--- src/rtl/trace_pkg.sv ---
// Shared encodings and record sizing for the pipeline trace buffer.
// The state and mode values are visible to software, so their numeric values are fixed.
package trace_pkg;

  typedef enum logic [1:0] {
    ST_IDLE    = 2'd0,
    ST_ARMED   = 2'd1,
    ST_CAPTURE = 2'd2,
    ST_DONE    = 2'd3
  } state_t;

  typedef enum logic [1:0] {
    MODE_CONTINUOUS = 2'd0,
    MODE_ONESHOT    = 2'd1,
    MODE_TRIGGER    = 2'd2
  } mode_t;

  localparam int NUM_CH_DEF = 5;
  localparam int DATA_W_DEF = 16;
  localparam int CNT_W_DEF  = 32;

  localparam int FLAG_HALT   = 0;
  localparam int FLAG_OPCODE = 1;
  localparam int FLAG_FUNCT  = 2;

  // A record is {timestamp, packed channels}.
  function automatic int rec_width(input int cnt_w, input int num_ch, input int data_w);
    return cnt_w + num_ch * data_w;
  endfunction

  localparam int REC_W = rec_width(CNT_W_DEF, NUM_CH_DEF, DATA_W_DEF);

  // Encoding 3 is not a separate mode; it behaves as one-shot.
  function automatic mode_t decode_mode(input logic [1:0] m);
    case (m)
      2'd0:    return MODE_CONTINUOUS;
      2'd2:    return MODE_TRIGGER;
      default: return MODE_ONESHOT;
    endcase
  endfunction

endpackage

--- src/rtl/trace_ram.sv ---
// Trace storage: one synchronous write port and one asynchronous read port.
// The asynchronous read lets the buffer present its oldest entry with no added latency.
module trace_ram
  import trace_pkg::*;
#(
  parameter int DEPTH = 32,
  parameter int W     = REC_W,
  localparam int AW   = $clog2(DEPTH)
) (
  input  logic          clk,
  input  logic          wr_en,
  input  logic [AW-1:0] wr_addr,
  input  logic [W-1:0]  wr_data,
  input  logic [AW-1:0] rd_addr,
  output logic [W-1:0]  rd_data
);

  logic [W-1:0] mem [DEPTH];

  always_ff @(posedge clk) begin
    if (wr_en) mem[wr_addr] <= wr_data;
  end

  assign rd_data = mem[rd_addr];

endmodule

--- src/rtl/pipe_trace_buffer.sv ---
// Circular capture of timestamped pipeline probe snapshots, with sticky event flags
// and a show-ahead valid/ready readout port.
module pipe_trace_buffer
  import trace_pkg::*;
#(
  parameter int NUM_CH    = 5,
  parameter int DATA_W    = 16,
  parameter int DEPTH     = 32,
  parameter int CNT_W     = 32,
  parameter int POST_TRIG = 16
) (
  input  logic                             clk,
  input  logic                             reset,
  input  logic                             sample_en,
  input  logic [NUM_CH*DATA_W-1:0]         ch_data,
  input  logic [1:0]                       mode,
  input  logic                             arm,
  input  logic                             trigger,
  input  logic                             halt_in,
  input  logic                             opcode_err_in,
  input  logic                             funct_err_in,
  input  logic                             rd_ready,
  output logic                             rd_valid,
  output logic [CNT_W+NUM_CH*DATA_W-1:0]   rd_data,
  output logic [$clog2(DEPTH):0]           count,
  output logic [CNT_W-1:0]                 cycle_count,
  output logic [1:0]                       state,
  output logic [2:0]                       flags,
  output logic                             overflow
);

  localparam int AW = $clog2(DEPTH);
  localparam int RW = rec_width(CNT_W, NUM_CH, DATA_W);
  localparam int PW = $clog2(POST_TRIG + 1);
  localparam logic [AW:0] FULL = (AW+1)'(DEPTH);

  // Handshake: an entry transfers on a cycle where rd_valid and rd_ready are both high;
  // rd_data is stable while rd_valid is high and rd_ready is low.

  state_t        state_q, state_d;
  mode_t         mode_q;
  logic [AW-1:0] head_q, tail_q;
  logic [AW:0]   count_q, count_upd;
  logic [PW-1:0] post_q, post_d;
  logic [2:0]    flags_q;
  logic          ovf_q;
  logic [CNT_W-1:0] cyc_q;

  logic full, pop, wr_req, wr_en, overwrite, drop, adv_head;

  assign full     = (count_q == FULL);
  assign rd_valid = (count_q != '0);
  assign pop      = rd_valid && rd_ready && !arm;
  assign wr_req   = (state_q == ST_CAPTURE) && sample_en && !arm;

  // A pop in the same cycle frees a slot, so a full buffer only overwrites or drops without one.
  always_comb begin
    wr_en     = 1'b0;
    overwrite = 1'b0;
    drop      = 1'b0;
    if (wr_req) begin
      if (!full || pop) begin
        wr_en = 1'b1;
      end else if (mode_q == MODE_CONTINUOUS) begin
        wr_en     = 1'b1;
        overwrite = 1'b1;
      end else if (mode_q == MODE_TRIGGER) begin
        drop = 1'b1;
      end
    end
  end

  assign adv_head  = pop || overwrite;
  assign count_upd = count_q + (AW+1)'(wr_en) - (AW+1)'(adv_head);

  always_comb begin
    state_d = state_q;
    post_d  = post_q;
    if (arm) begin
      state_d = (decode_mode(mode) == MODE_TRIGGER) ? ST_ARMED : ST_CAPTURE;
    end else begin
      case (state_q)
        ST_ARMED: begin
          if (trigger) begin
            state_d = ST_CAPTURE;
            post_d  = PW'(POST_TRIG);
          end
        end
        ST_CAPTURE: begin
          if (mode_q == MODE_ONESHOT && wr_en && count_upd == FULL) state_d = ST_DONE;
          // Dropped samples still consume the post-trigger budget.
          if (mode_q == MODE_TRIGGER && wr_req) begin
            post_d = post_q - PW'(1);
            if (post_q == PW'(1)) state_d = ST_DONE;
          end
          if (halt_in) state_d = ST_DONE;
        end
        default: ;
      endcase
    end
  end

  always_ff @(posedge clk or negedge reset) begin
    if (!reset) begin
      state_q <= ST_IDLE;
      post_q  <= '0;
    end else begin
      state_q <= state_d;
      post_q  <= post_d;
    end
  end

  always_ff @(posedge clk or negedge reset) begin
    if (!reset) begin
      mode_q  <= MODE_CONTINUOUS;
      head_q  <= '0;
      tail_q  <= '0;
      count_q <= '0;
      flags_q <= '0;
      ovf_q   <= 1'b0;
      cyc_q   <= '0;
    end else begin
      cyc_q <= cyc_q + CNT_W'(1);
      if (arm) begin
        mode_q  <= decode_mode(mode);
        head_q  <= '0;
        tail_q  <= '0;
        count_q <= '0;
        flags_q <= '0;
        ovf_q   <= 1'b0;
      end else begin
        if (wr_en)    tail_q <= tail_q + AW'(1);
        if (adv_head) head_q <= head_q + AW'(1);
        count_q <= count_upd;
        if (overwrite || drop) ovf_q <= 1'b1;
        if (state_q != ST_IDLE) begin
          flags_q[FLAG_HALT]   <= flags_q[FLAG_HALT]   | halt_in;
          flags_q[FLAG_OPCODE] <= flags_q[FLAG_OPCODE] | opcode_err_in;
          flags_q[FLAG_FUNCT]  <= flags_q[FLAG_FUNCT]  | funct_err_in;
        end
      end
    end
  end

  trace_ram #(
    .DEPTH (DEPTH),
    .W     (RW)
  ) u_ram (
    .clk     (clk),
    .wr_en   (wr_en),
    .wr_addr (tail_q),
    .wr_data ({cyc_q, ch_data}),
    .rd_addr (head_q),
    .rd_data (rd_data)
  );

  assign count       = count_q;
  assign cycle_count = cyc_q;
  assign state       = state_q;
  assign flags       = flags_q;
  assign overflow    = ovf_q;

endmodule

--- config.mk ---
export PLATFORM = sky130hd
export DESIGN_NAME = pipe_trace_buffer
export DESIGN_NICKNAME = d
export VERILOG_FILES = /design/src/rtl/trace_pkg.sv /design/src/rtl/trace_ram.sv /design/src/rtl/pipe_trace_buffer.sv
export SDC_FILE = /design/constraint.sdc
export NUM_CORES = 2
export LEC_CHECK = 0
export CELL_PAD_IN_SITES_DETAIL_PLACEMENT = 0
export CELL_PAD_IN_SITES_GLOBAL_PLACEMENT = 1
export CORE_MARGIN = 10
export CORE_UTILIZATION = 48
export DETAILED_ROUTE_END_ITERATION = 7
export PLACE_DENSITY = 0.7
export SLEW_MARGIN = 40
export SYNTH_ARGS = -nofsm -noshare
export SYNTH_HDL_FRONTEND = slang
export SYNTH_SLANG_ARGS = --single-unit
--- constraint.sdc ---
create_clock -name clk -period 11.7 [get_ports clk]
set_input_delay 2.925 -clock clk [delete_from_list [all_inputs] [get_ports clk]]
set_output_delay 2.925 -clock clk [all_outputs]
set_load 0.02 [all_outputs]
==> results.py <==
metrics = {
    "yosys": {
        "synth_area_leader_cell": "edfxtp_1",
        "ys_top_cells_by_area": "edfxtp_1, mux4_2, mux2i_1",
        "ys_seq_area_frac": 0.784,
        "ys.warnings.count": 0,
        "synth_area_sq_um": 139000,
        "netlist_instances": 5913,
        "synth_top_area_share": 0.773,
        "synth_flop_cell": "edfxtp_1",
        "synth_cell_types": 55,
        "syn_nets": 6022,
        "ys_ff_latch": 3645,
        "synth_edf_count": 3584,
        "avgSynthCellArea_sq_um": 23.5,
        "async_flop_share": 0.0167,
    },
    "critical_path": {
        "crit_path_max_fanout": 44,
        "r2r_end": "u_ram.mem[22][99]",
        "worst-r2r-cell-count": 9,
        "cp.required_ns": 8.78,
        "reg2reg_slack_ns": 7.31,
        "crit_arrival_ns": 5.04,
        "start_kind": "register",
        "startpoint": "head_q[1]",
        "worst_setup_path_endpoint": "rd_data[20]",
        "end_kind": "output pin",
        "critPathKind": "register to output pin",
        "reg2reg_from": "count[2]",
    },
    "routing": {
        "vias_per_cell": 6.23,
        "dr.pass1.iters": 5,
        "wirelength_microns": 350000,
        "ant_nets": 0,
        "via_count": 65554,
        "drt_iter0_markers": 7452,
        "drcViolationCount": 0,
        "routedWlPerCell_microns": 33.3,
    },
    "timing": {
        "slew_viol_final": 0,
        "rsz0062_at_grt": "no",
        "relSlewSlack": 0.376,
        "tightest_slew_ns": 0.935,
        "tns_ns": 0,
        "finClkSkew_ns": 0.0473,
        "finalSetupViolCount": 0,
        "hold_viol": 0,
        "fmax_mhz": 125,
        "fin_crit_sh": 0.681,
        "finalCriticalPeriod_ns": 7.97,
    },
    "die": {
        "core-area_sq_um": 288000,
        "ios": 248,
        "die_h_microns": 558,
        "rows": 197,
        "start_util": 0.483,
        "fp.dieW_microns": 558,
        "die-area_sq_um": 312000,
    },
    "power": {
        "power_density_nw_per_um2": 183,
        "ir_drop_mv": 0.132,
        "finalPower_uw": 29300,
        "p_leak_uw": 0.0483,
    },
    "grt": {
        "grt_max_degree": 119,
        "grt_usage": 0.221,
        "grt_overflow": 0,
        "first_global_vias": 67423,
        "grt_pass1_wl_microns": 501000,
        "antenna_found_initial": 29,
    },
    "layout": {
        "final_core_util": 0.554,
        "layout_commonest_cell": "edfxtp_1",
        "drive_gt1_frac": 0.268,
        "nets": 6524,
        "most-common-layout-cells": "edfxtp_1, mux4_2, mux2i_1",
        "syn_to_final_growth_pct": 14.7,
        "finalInstanceArea_sq_um": 160000,
    },
    "cts": {
        "clock_tree.htree_level_count": 5,
        "clk_latency_ns": 0.94,
        "cts_made_buffers": 374,
        "cts_buffer_depth": 4,
        "cts-root-buf": "clkbuf_16",
        "holdBufCountCts": 0,
        "cts_tree": "yes",
        "numClockSinks": 3645,
        "cts_setup_buffers": 0,
        "cts_resized": 0,
        "clkTransAtPathRegs_ns": 0.06,
    },
    "job": {
        "cap_violations": 0,
    },
    "placement": {
        "hpwl_microns": 177000,
        "portBuffers": 247,
        "placedInstanceArea_sq_um": 147000,
        "place.gp.congestion": 0.731,
    },
    "min_path": {
        "hp-class": "register to register",
    },
    "outcome": {
        "outcome": "complete, no violations",
    },
}
[worst min path at each step]
stage,cells past startpoint,startpoint,slack [ns],end
floorplan,2,post_q[4],0.48,post_q[4]
global placement,2,flags[1],0.50,flags[1]
detailed placement,2,overflow,0.49,overflow
CTS,2,overflow,0.50,overflow
global route,2,flags[0],0.54,flags[0]
finish,2,overflow,0.49,overflow
[metrics by stage]
step / instances / hold slack, ns / worst slack (ns)
after floorplan: 5913 / 0.485 / 2.55
after global placement: 9777 / 0.496 / 4.20
after detailed placement: 9813 / 0.489 / 4.49
after CTS: 10506 / 0.502 / 3.59
after global routing: 10514 / 0.541 / 3.54
final: 10517 / 0.491 / 3.73
[kinds of logic after synthesis]
| logic type | count (synthesis) | synth area share |
|---|---|---|
| XOR/XNOR | 41 | 0.00258 |
| adder cells (fa/ha/maj) | 18 | 0.00167 |
| multiplexers | 1325 | 0.174 |
| AO/OA/AOI/OAI | 342 | 0.0179 |
| flip-flops | 3645 | 0.784 |
| AND/OR/NAND/NOR | 206 | 0.00730 |
| buffers and inverters | 336 | 0.0119 |
[critical path, cell delays in order (launching register included)]
cell and delay [ns]:
dfrtp_4 0.81, buf_4 0.53, buf_4 0.66, nor2b_4 0.06, buf_4 0.38, a22o_1 0.30
nor3_1 0.41, a31oi_1 0.11, o221ai_1 0.11, clkdlybuf4s50_1 0.67
[area by class of cell]
cell class	count	area, sq um
Tap cell	3781	4730
Inverter	20	75.1
Sequential cell	3645	109000
Clock buffer	452	9820
Fill cell	21160	129000
Timing Repair Buffer	442	4730
Multi-Input combinational cell	1932	28700
Clock inverter	241	2490
Antenna cell	4	10.0
[cell usage after synthesis (6+ instances only)]
library cell / count
nand3_1: 17
mux4_2: 876
o221ai_1: 22
clkbuf_1: 139
a21oi_1: 31
nor2_1: 66
inv_1: 20
a22o_1: 44
edfxtp_1: 3584
dfrtp_1: 61
xor2_1: 11
buf_4: 59
nor3_1: 27
a22oi_1: 23
ha_1: 17
nor2b_1: 6
nand4_1: 10
mux2i_1: 402
buf_6: 10
buf_1: 35
a221o_1: 22
nand2_1: 41
a31oi_1: 22
o22ai_1: 91
buf_2: 71
xnor2_1: 30
a21o_1: 68
mux2_2: 47
[registers in the layout (all words and copies together), names as in the netlist, 3 cells and up]
name / flops
count: 6
cycle_count: 32
flags: 3
head_q: 5
post_q: 5
tail_q: 5
u_ram.mem: 3584
[report_power, final]
group	leakage (uW)	switching [uW]	total, uW	internal [uW]
clock	0.00599	5010	11900	6880
sequential	0.0328	57.1	14400	14400
combinational	0.00951	1540	2920	1380
total	0.0483	6600	29300	22600
[metal layers]
layer	share of wire	wire, microns	vias up	track usage
li1	-	-	26366	-
met2	0.49	173000	2621	0.366
met3	0.066	23000	580	0.0300
met5	0.0011	394	-	0
met4	0.027	9370	22	0.0586
met1	0.41	144000	35965	0.314
Power figures use the tool's default switching activity.
